<file path="src/rtl/bcd_pkg.sv">
// Shared types, constants and helpers for the BCD countdown timer.
// Optional feature macro used by the top level: AUTO_RELOAD_EN.
package bcd_pkg;

  // Controller states.
  typedef enum logic [1:0] {
    ST_IDLE = 2'd0,
    ST_RUN  = 2'd1,
    ST_HOLD = 2'd2,
    ST_DONE = 2'd3
  } state_e;

  localparam logic [3:0] BCD_MAX  = 4'd9;
  localparam logic [3:0] BCD_ZERO = 4'd0;

  // Saturate a nibble to a legal BCD digit; codes A..F become 9.
  function automatic logic [3:0] bcd_clamp(input logic [3:0] d);
    return (d > BCD_MAX) ? BCD_MAX : d;
  endfunction

endpackage

</file>
<file path="src/rtl/bcd_countdown_timer_if.sv">
// Control/status bundle for bcd_countdown_timer.
// master: the block that drives load/start/pause/tick and watches the count.
// slave : the timer itself.
interface bcd_countdown_timer_if #(
  parameter int DIGITS = 2
);

  logic                  load;
  logic [4*DIGITS-1:0]   load_value;
  logic                  start;
  logic                  pause;
  logic                  tick;
  logic [4*DIGITS-1:0]   count;
  logic                  busy;
  logic                  done;

  modport master (
    output load, load_value, start, pause, tick,
    input  count, busy, done
  );

  modport slave (
    input  load, load_value, start, pause, tick,
    output count, busy, done
  );

endinterface

</file>
<file path="src/rtl/bcd_digit_down.sv">
// One BCD digit of the down-counter. Loads a preset digit, or decrements
// 9..0 with 0 wrapping to 9. borrow_out_o flags a digit sitting at zero, so
// the next digit up must decrement whenever this one is asked to.
module bcd_digit_down
  import bcd_pkg::*;
(
  input  logic       clk,
  input  logic       reset,
  input  logic       load_i,
  input  logic [3:0] load_digit_i,
  input  logic       dec_i,
  output logic [3:0] digit_o,
  output logic       borrow_out_o
);

  logic [3:0] digit_q;
  logic [3:0] digit_d;

  // Next digit value: load wins over decrement.
  always_comb begin
    // NOTE: default assigned first so every path drives digit_d and no latch is inferred.
    digit_d = digit_q;
    if (load_i) begin
      digit_d = load_digit_i;
    end else if (dec_i) begin
      digit_d = (digit_q == BCD_ZERO) ? BCD_MAX : (digit_q - 4'd1);
    end
  end

  // Digit register, cleared by the asynchronous active-low reset.
  always_ff @(posedge clk or negedge reset) begin
    // NOTE: non-blocking assignments in clocked blocks so all registers update together at the edge.
    if (!reset) begin
      digit_q <= BCD_ZERO;
    end else begin
      digit_q <= digit_d;
    end
  end

  assign digit_o      = digit_q;
  assign borrow_out_o = (digit_q == BCD_ZERO);

endmodule

</file>
<file path="src/rtl/bcd_countdown_timer.sv">
// Loadable multi-digit BCD down-counter / timer.
// Counts a preset down to zero, one step per tick while running, and pulses
// done for one cycle on the terminal count.
// Build option: define AUTO_RELOAD_EN to reload the preset on the terminal
// tick and keep running (periodic timer). Undefined gives one-shot operation.
module bcd_countdown_timer
  import bcd_pkg::*;
#(
  parameter int DIGITS = 2
) (
  input  logic                    clk,
  input  logic                    reset,
  bcd_countdown_timer_if.slave    bus_if
);

  localparam int              W          = 4 * DIGITS;
  localparam logic [W-1:0]    COUNT_ONE  = W'(1);

  state_e           state_q;
  state_e           state_d;
  logic             busy_q;
  logic             busy_d;
  logic             done_q;
  logic             done_d;

  logic [W-1:0]     load_clamped;
  logic [W-1:0]     load_word;
  logic [W-1:0]     count;
  logic             digit_load;
  logic             dec_en;
  logic [DIGITS-1:0] digit_zero;
  logic [DIGITS-1:0] digit_dec;
  logic             count_is_zero;
  logic             count_is_one;

`ifdef AUTO_RELOAD_EN
  logic [W-1:0]     reload_q;
  logic [W-1:0]     reload_d;
`endif

  // Digit chain: digit g decrements when the count steps and every lower
  // digit is at zero (i.e. is about to wrap to 9 and borrow).
  for (genvar g = 0; g < DIGITS; g++) begin : g_digit
    assign load_clamped[4*g +: 4] = bcd_clamp(bus_if.load_value[4*g +: 4]);

    if (g == 0) begin : g_lsd
      assign digit_dec[g] = dec_en;
    end else begin : g_upper
      assign digit_dec[g] = digit_dec[g-1] & digit_zero[g-1];
    end

    bcd_digit_down u_digit (
      .clk          (clk),
      .reset        (reset),
      .load_i       (digit_load),
      .load_digit_i (load_word[4*g +: 4]),
      .dec_i        (digit_dec[g]),
      .digit_o      (count[4*g +: 4]),
      .borrow_out_o (digit_zero[g])
    );
  end

  assign count_is_zero = &digit_zero;
  assign count_is_one  = (count == COUNT_ONE);

  // Next-state, digit load/decrement and done/busy next values.
  // Priority each cycle: load > start > pause > tick.
  always_comb begin
    state_d    = state_q;
    digit_load = 1'b0;
    load_word  = load_clamped;
    dec_en     = 1'b0;
    done_d     = 1'b0;

    if (bus_if.load) begin
      // Load aborts anything in flight, including a coinciding terminal tick.
      state_d    = ST_IDLE;
      digit_load = 1'b1;
    end else begin
      unique case (state_q)
        ST_IDLE: begin
          // Starting from zero would finish instantly; it is ignored instead.
          if (bus_if.start && !count_is_zero) begin
            state_d = ST_RUN;
          end
        end
        ST_RUN: begin
          // start has no effect while running.
          if (bus_if.pause) begin
            state_d = ST_HOLD;
          end else if (bus_if.tick) begin
            if (count_is_one) begin
              done_d = 1'b1;
`ifdef AUTO_RELOAD_EN
              // Periodic mode: restart from the preset and stay running. A
              // zero preset cannot restart, so it falls back to one-shot.
              if (reload_q != '0) begin
                digit_load = 1'b1;
                load_word  = reload_q;
              end else begin
                dec_en  = 1'b1;
                state_d = ST_DONE;
              end
`else
              dec_en  = 1'b1;
              state_d = ST_DONE;
`endif
            end else if (!count_is_zero) begin
              // Guarded so the count can never wrap below zero.
              dec_en = 1'b1;
            end
          end
        end
        ST_HOLD: begin
          if (bus_if.start) begin
            state_d = ST_RUN;
          end
        end
        ST_DONE: begin
          state_d = ST_IDLE;
        end
        default: begin
          state_d = ST_IDLE;
        end
      endcase
    end

    busy_d = (state_d == ST_RUN) || (state_d == ST_HOLD);
  end

  // State, busy and done registers.
  always_ff @(posedge clk or negedge reset) begin
    if (!reset) begin
      state_q <= ST_IDLE;
      busy_q  <= 1'b0;
      done_q  <= 1'b0;
    end else begin
      state_q <= state_d;
      busy_q  <= busy_d;
      done_q  <= done_d;
    end
  end

`ifdef AUTO_RELOAD_EN
  // Reload register follows every load with the same sanitised value.
  always_comb begin
    reload_d = bus_if.load ? load_clamped : reload_q;
  end

  // Reload register storage.
  always_ff @(posedge clk or negedge reset) begin
    if (!reset) begin
      reload_q <= '0;
    end else begin
      reload_q <= reload_d;
    end
  end
`endif

  assign bus_if.count = count;
  assign bus_if.busy  = busy_q;
  assign bus_if.done  = done_q;

endmodule
</file>
<file path="src/flat_wrapper.sv">
// flat-port wrapper written by rule: the top's interface ports become plain ports
module bcd_countdown_timer_flat import bcd_pkg::*;
#(
  parameter int DIGITS = 2
)
  (clk, reset, bus_if_load, bus_if_load_value, bus_if_start, bus_if_pause, bus_if_tick, bus_if_count, bus_if_busy, bus_if_done);
  bcd_countdown_timer_if #(.DIGITS(DIGITS)) bus_if_i ();
  input  logic clk;
  input  logic reset;
  input wire logic [$bits(bus_if_i.load)-1:0] bus_if_load;
  input wire logic [$bits(bus_if_i.load_value)-1:0] bus_if_load_value;
  input wire logic [$bits(bus_if_i.start)-1:0] bus_if_start;
  input wire logic [$bits(bus_if_i.pause)-1:0] bus_if_pause;
  input wire logic [$bits(bus_if_i.tick)-1:0] bus_if_tick;
  output wire logic [$bits(bus_if_i.count)-1:0] bus_if_count;
  output wire logic [$bits(bus_if_i.busy)-1:0] bus_if_busy;
  output wire logic [$bits(bus_if_i.done)-1:0] bus_if_done;
  assign bus_if_i.load = bus_if_load;
  assign bus_if_i.load_value = bus_if_load_value;
  assign bus_if_i.start = bus_if_start;
  assign bus_if_i.pause = bus_if_pause;
  assign bus_if_i.tick = bus_if_tick;
  assign bus_if_count = bus_if_i.count;
  assign bus_if_busy = bus_if_i.busy;
  assign bus_if_done = bus_if_i.done;
  bcd_countdown_timer #(.DIGITS(DIGITS)) u_core (.clk(clk), .reset(reset), .bus_if(bus_if_i));
endmodule
</file>
<file path="config.mk">
export PLATFORM = sky130hd
export DESIGN_NAME = bcd_countdown_timer_flat
export DESIGN_NICKNAME = d
export VERILOG_FILES = /design/src/rtl/bcd_pkg.sv /design/src/rtl/bcd_countdown_timer_if.sv /design/src/rtl/bcd_digit_down.sv /design/src/rtl/bcd_countdown_timer.sv /design/src/flat_wrapper.sv
export SDC_FILE = /design/constraint.sdc
export NUM_CORES = 1
export LEC_CHECK = 0
export ABC_CLOCK_PERIOD_IN_PS = 4230
export CAP_MARGIN = 20
export CORE_MARGIN = 2
export CORE_UTILIZATION = 47
export CTS_CLUSTER_DIAMETER = 80
export DETAILED_ROUTE_END_ITERATION = 7
export PLACE_DENSITY = 0.89
export SLEW_MARGIN = 15
export SYNTH_ARGS = -nofsm -noshare
export SYNTH_HDL_FRONTEND = slang
export SYNTH_SLANG_ARGS = --single-unit
</file>
<file path="constraint.sdc">
create_clock -name clk -period 4.23 [get_ports clk]
set_input_delay 1.0575 -clock clk [delete_from_list [all_inputs] [get_ports clk]]
set_output_delay 1.0575 -clock clk [all_outputs]
set_load 0.05 [all_outputs]
</file>
==> metrics.md <==
| Metric | Value |
|---|---|
| Top post-synthesis cells by area | `dfrtp_1 (42%), nor3_1 (4.2%), o21ai_0 (3.5%)` |
| RSZ-0062 raised after global routing | `false` |
| Clk_lat worst skew | `270 ps` |
| LEAKAGE | `0.360 nW` |
| Slew Limit Fails | `0` |
| Hold path depth | `2` |
| Cts bufs inserted | `3` |
| Worst r2r path cells | `3` |
| Crit Path Max Fanout | `12` |
| Setup_tns | `0 ps` |
| Core area | `1470 µm²` |
| PortBufs | `23` |
| Iter 0 DRT Violations | `36` |
| Gr ovfl total | `0` |
| Area delta synth->final | `36.2%` |
| Crit-path cells | `clkdlybuf4s50_1` |
| Post-route clock skew | `1.96 ps` |
| Post-cts repair resize count | `0` |
| Post-route cell area | `983 µm²` |
| Final ANT Viol Nets | `0` |
| # diodes | `0` |
| Die area | `1870 µm²` |
| Tot GR Track Use | `21.4%` |
| Synth area leader | `dfrtp_1` |
| Detailed-route via count | `760` |
| Placer Congestion | `0.800` |
| Fin crit share | `64.6%` |
| Tmin final | `2730 ps` |
| Distinct cells, synth | `38` |
| Hold EP | `u_core.g_digit[1].u_digit.digit_o[3]` |
| Data required time at the worst endpoint | `3170 ps` |
| Synth Cell Area | `722 µm²` |
| CTS Root Cell | `clkbuf_4` |
| Synth top area share | `41.6%` |
| Avg Inst Size Synth | `9.02 µm²` |
| Routed len/inst | `15.0 µm` |
| Vias in the first global route | `673` |
| Clock transition at path regs | `70 ps` |
| Synth warn | `0` |
| Final Setup Violations | `0` |
| Hold WC Path Type | `register to register` |
| Io pins | `24` |
| Row count | `14` |
| Placement Cell Area | `961 µm²` |
| Seq/Total Area, Yosys | `41.6%` |
| Layout cells sized above 1 | `7.77%` |
| FF-to-FF End | `u_core.bus_if.busy` |
| Fmax | `366 MHz` |
| R2r startpoint | `u_core.g_digit[1].u_digit.digit_o[0]` |
| Power density over the cells | `313 nW/µm²` |
| Post-Syn Instances | `80` |
| Max-Cap Viols | `0` |
| Postcts setup bufs | `0` |
| Largest net degree at the start of global routing | `15` |
| Yosys reg bits | `12` |
| R2R setup slack | `2360 ps` |
| Most common cell after layout, fill and taps aside | `clkdlybuf4s50_1` |
| Post-detailed-placement half-perimeter wirelength | `1340 µm` |
| Worst IR Drop VDD | `198 µV` |
| DRC | `0` |
| CP Launch Type | `register` |
| Rel. slew slack | `36.7%` |
| Worst-Margin Slew | `941 ps` |
| Most frequent cells in the layout | `clkdlybuf4s50_1 (23), dfrtp_1 (12), nor3_1 (6), o21ai_0 (5)` |
| Die Y-Extent | `43.2 µm` |
| H-tree levels | `1` |
| Min Hold Slack | `633 ps` |
| Worst path max stage delay | `870 ps` |
| Final wirelength | `1780 µm` |
| Critical path class | `register to output pin` |
| Router iterations before antenna repair | `4` |
| Global-route wire length before repair | `2940 µm` |
| Longest Clk Path Bufs | `2` |
| CP max stage cell | `clkdlybuf4s50_1` |
| Initial antenna violation count | `0` |
| Clock Sink Count | `12` |
| Number of fill cells | `126` |
| DR vias/cell | `6.39` |
| Initial Util | `49.1%` |
| WP buf/inv | `1` |
| Syn Nets | `94` |
| Endpoint type of the worst setup path | `output pin` |
| CTS Hold Buffers Added | `0` |
| Critical path origin | `u_core.g_digit[0].u_digit.digit_o[0]` |
| Hold Vio Cnt, Final | `0` |
| Die width | `43.2 µm` |
| Fin nets | `119` |
| Worst EP arrival | `1680 ps` |
| Crit path max-delay family | `buffers and inverters` |
| Power, Total | `0.308 mW` |
| Hold Crit Start | `u_core.g_digit[1].u_digit.digit_o[3]` |
| CTS tree | `done` |
| Status | `finished, final reports clean` |
==> per-stage QoR <==
step | setup WS, ps | util, % | instances
5_1_grt | 1430 | 66.8 | 119
3_5_place_dp | 1300 | 65.3 | 116
3_3_place_gp | 1330 | 65.3 | 116
4_1_cts | 1490 | 66.8 | 119
6_report | 1500 | 66.8 | 119
2_1_floorplan | 2140 | - | 80
==> cells by family after synthesis <==
kind of cell           count (synthesis)  synth area share, %
AOI/OAI and AO/OA                     25                 23.7
DFF                                   12                 41.6
buffers and inverters                  6                 3.12
and+or+nand+nor                       37                 31.5
==> layout make-up <==
type	count	area, µm²	area share (%)
multi-input cells	62	399	40.6
flip-flops and latches	12	300	30.5
repair buffers	23	230	23.4
clock buffers	3	22.5	2.29
well taps	16	20.0	2.04
inverters	3	11.3	1.15
==> per-layer routing <==
metal,vias up,wire (µm),track usage (%)
met1,360,739,26.3
met3,5,112,4.68
li1,362,-,-
met5,-,0,0
met4,0,40,12.1
met2,33,888,34.0
==> state kept, by name, summed over array words and instances, names as in the netlist <==
name	flops
u_core.g_digit.u_digit.digit_o	8
u_core.bus_if.busy	1
u_core.state_q	2
u_core.bus_if.done	1
==> worst max-delay path by stage <==
| stage | to | slack (ps) | cells past startpoint |
|---|---|---|---|
| finish | bus_if_count[0] | 1500 | 1 |
| global route | bus_if_count[0] | 1430 | 1 |
| CTS | bus_if_count[0] | 1490 | 1 |
| detailed placement | u_core.g_digit[0].u_digit.digit_o[1] | 1300 | 4 |
| global placement | u_core.g_digit[0].u_digit.digit_o[1] | 1330 | 4 |
| floorplan | u_core.g_digit[0].u_digit.digit_o[1] | 2140 | 3 |
==> power breakdown <==
part | internal (mW) | switching [mW]
Sequential | 0.125 | 0.0174
Combinational | 0.0409 | 0.0575
Clock | 0.0330 | 0.0350
Total | 0.198 | 0.110
==> worst reg2reg max path: cells and delay by family (launching register included) <==
family,cells,cell delay (ps)
flip-flops,1,450
AND/OR/NAND/NOR,2,1060
AO/OA/AOI/OAI,1,250
==> cells in the mapped netlist (all sizes together) <==
cell	instances
o41ai	1
and2	1
clkinv	1
nand3	4
or2	1
o31ai	1
a21boi	1
nor4bb	1
a211oi	1
o32a	1
inv	2
nor3b	1
dfrtp	12
a32oi	1
nor3	6
nand4bb	1
a21o	1
o21ai	5
o21a	2
o221ai	1
o31a	1
a31oi	3
nor4b	1
and3b	2
or3b	1
nor4	3
nand4	2
clkbuf	3
nor2b	1
or4	3
a31o	1
o311ai	1
nand2	4
nor2	4
a21oi	4
nand2b	1
Note: power is estimated with default switching activity, not from simulation.
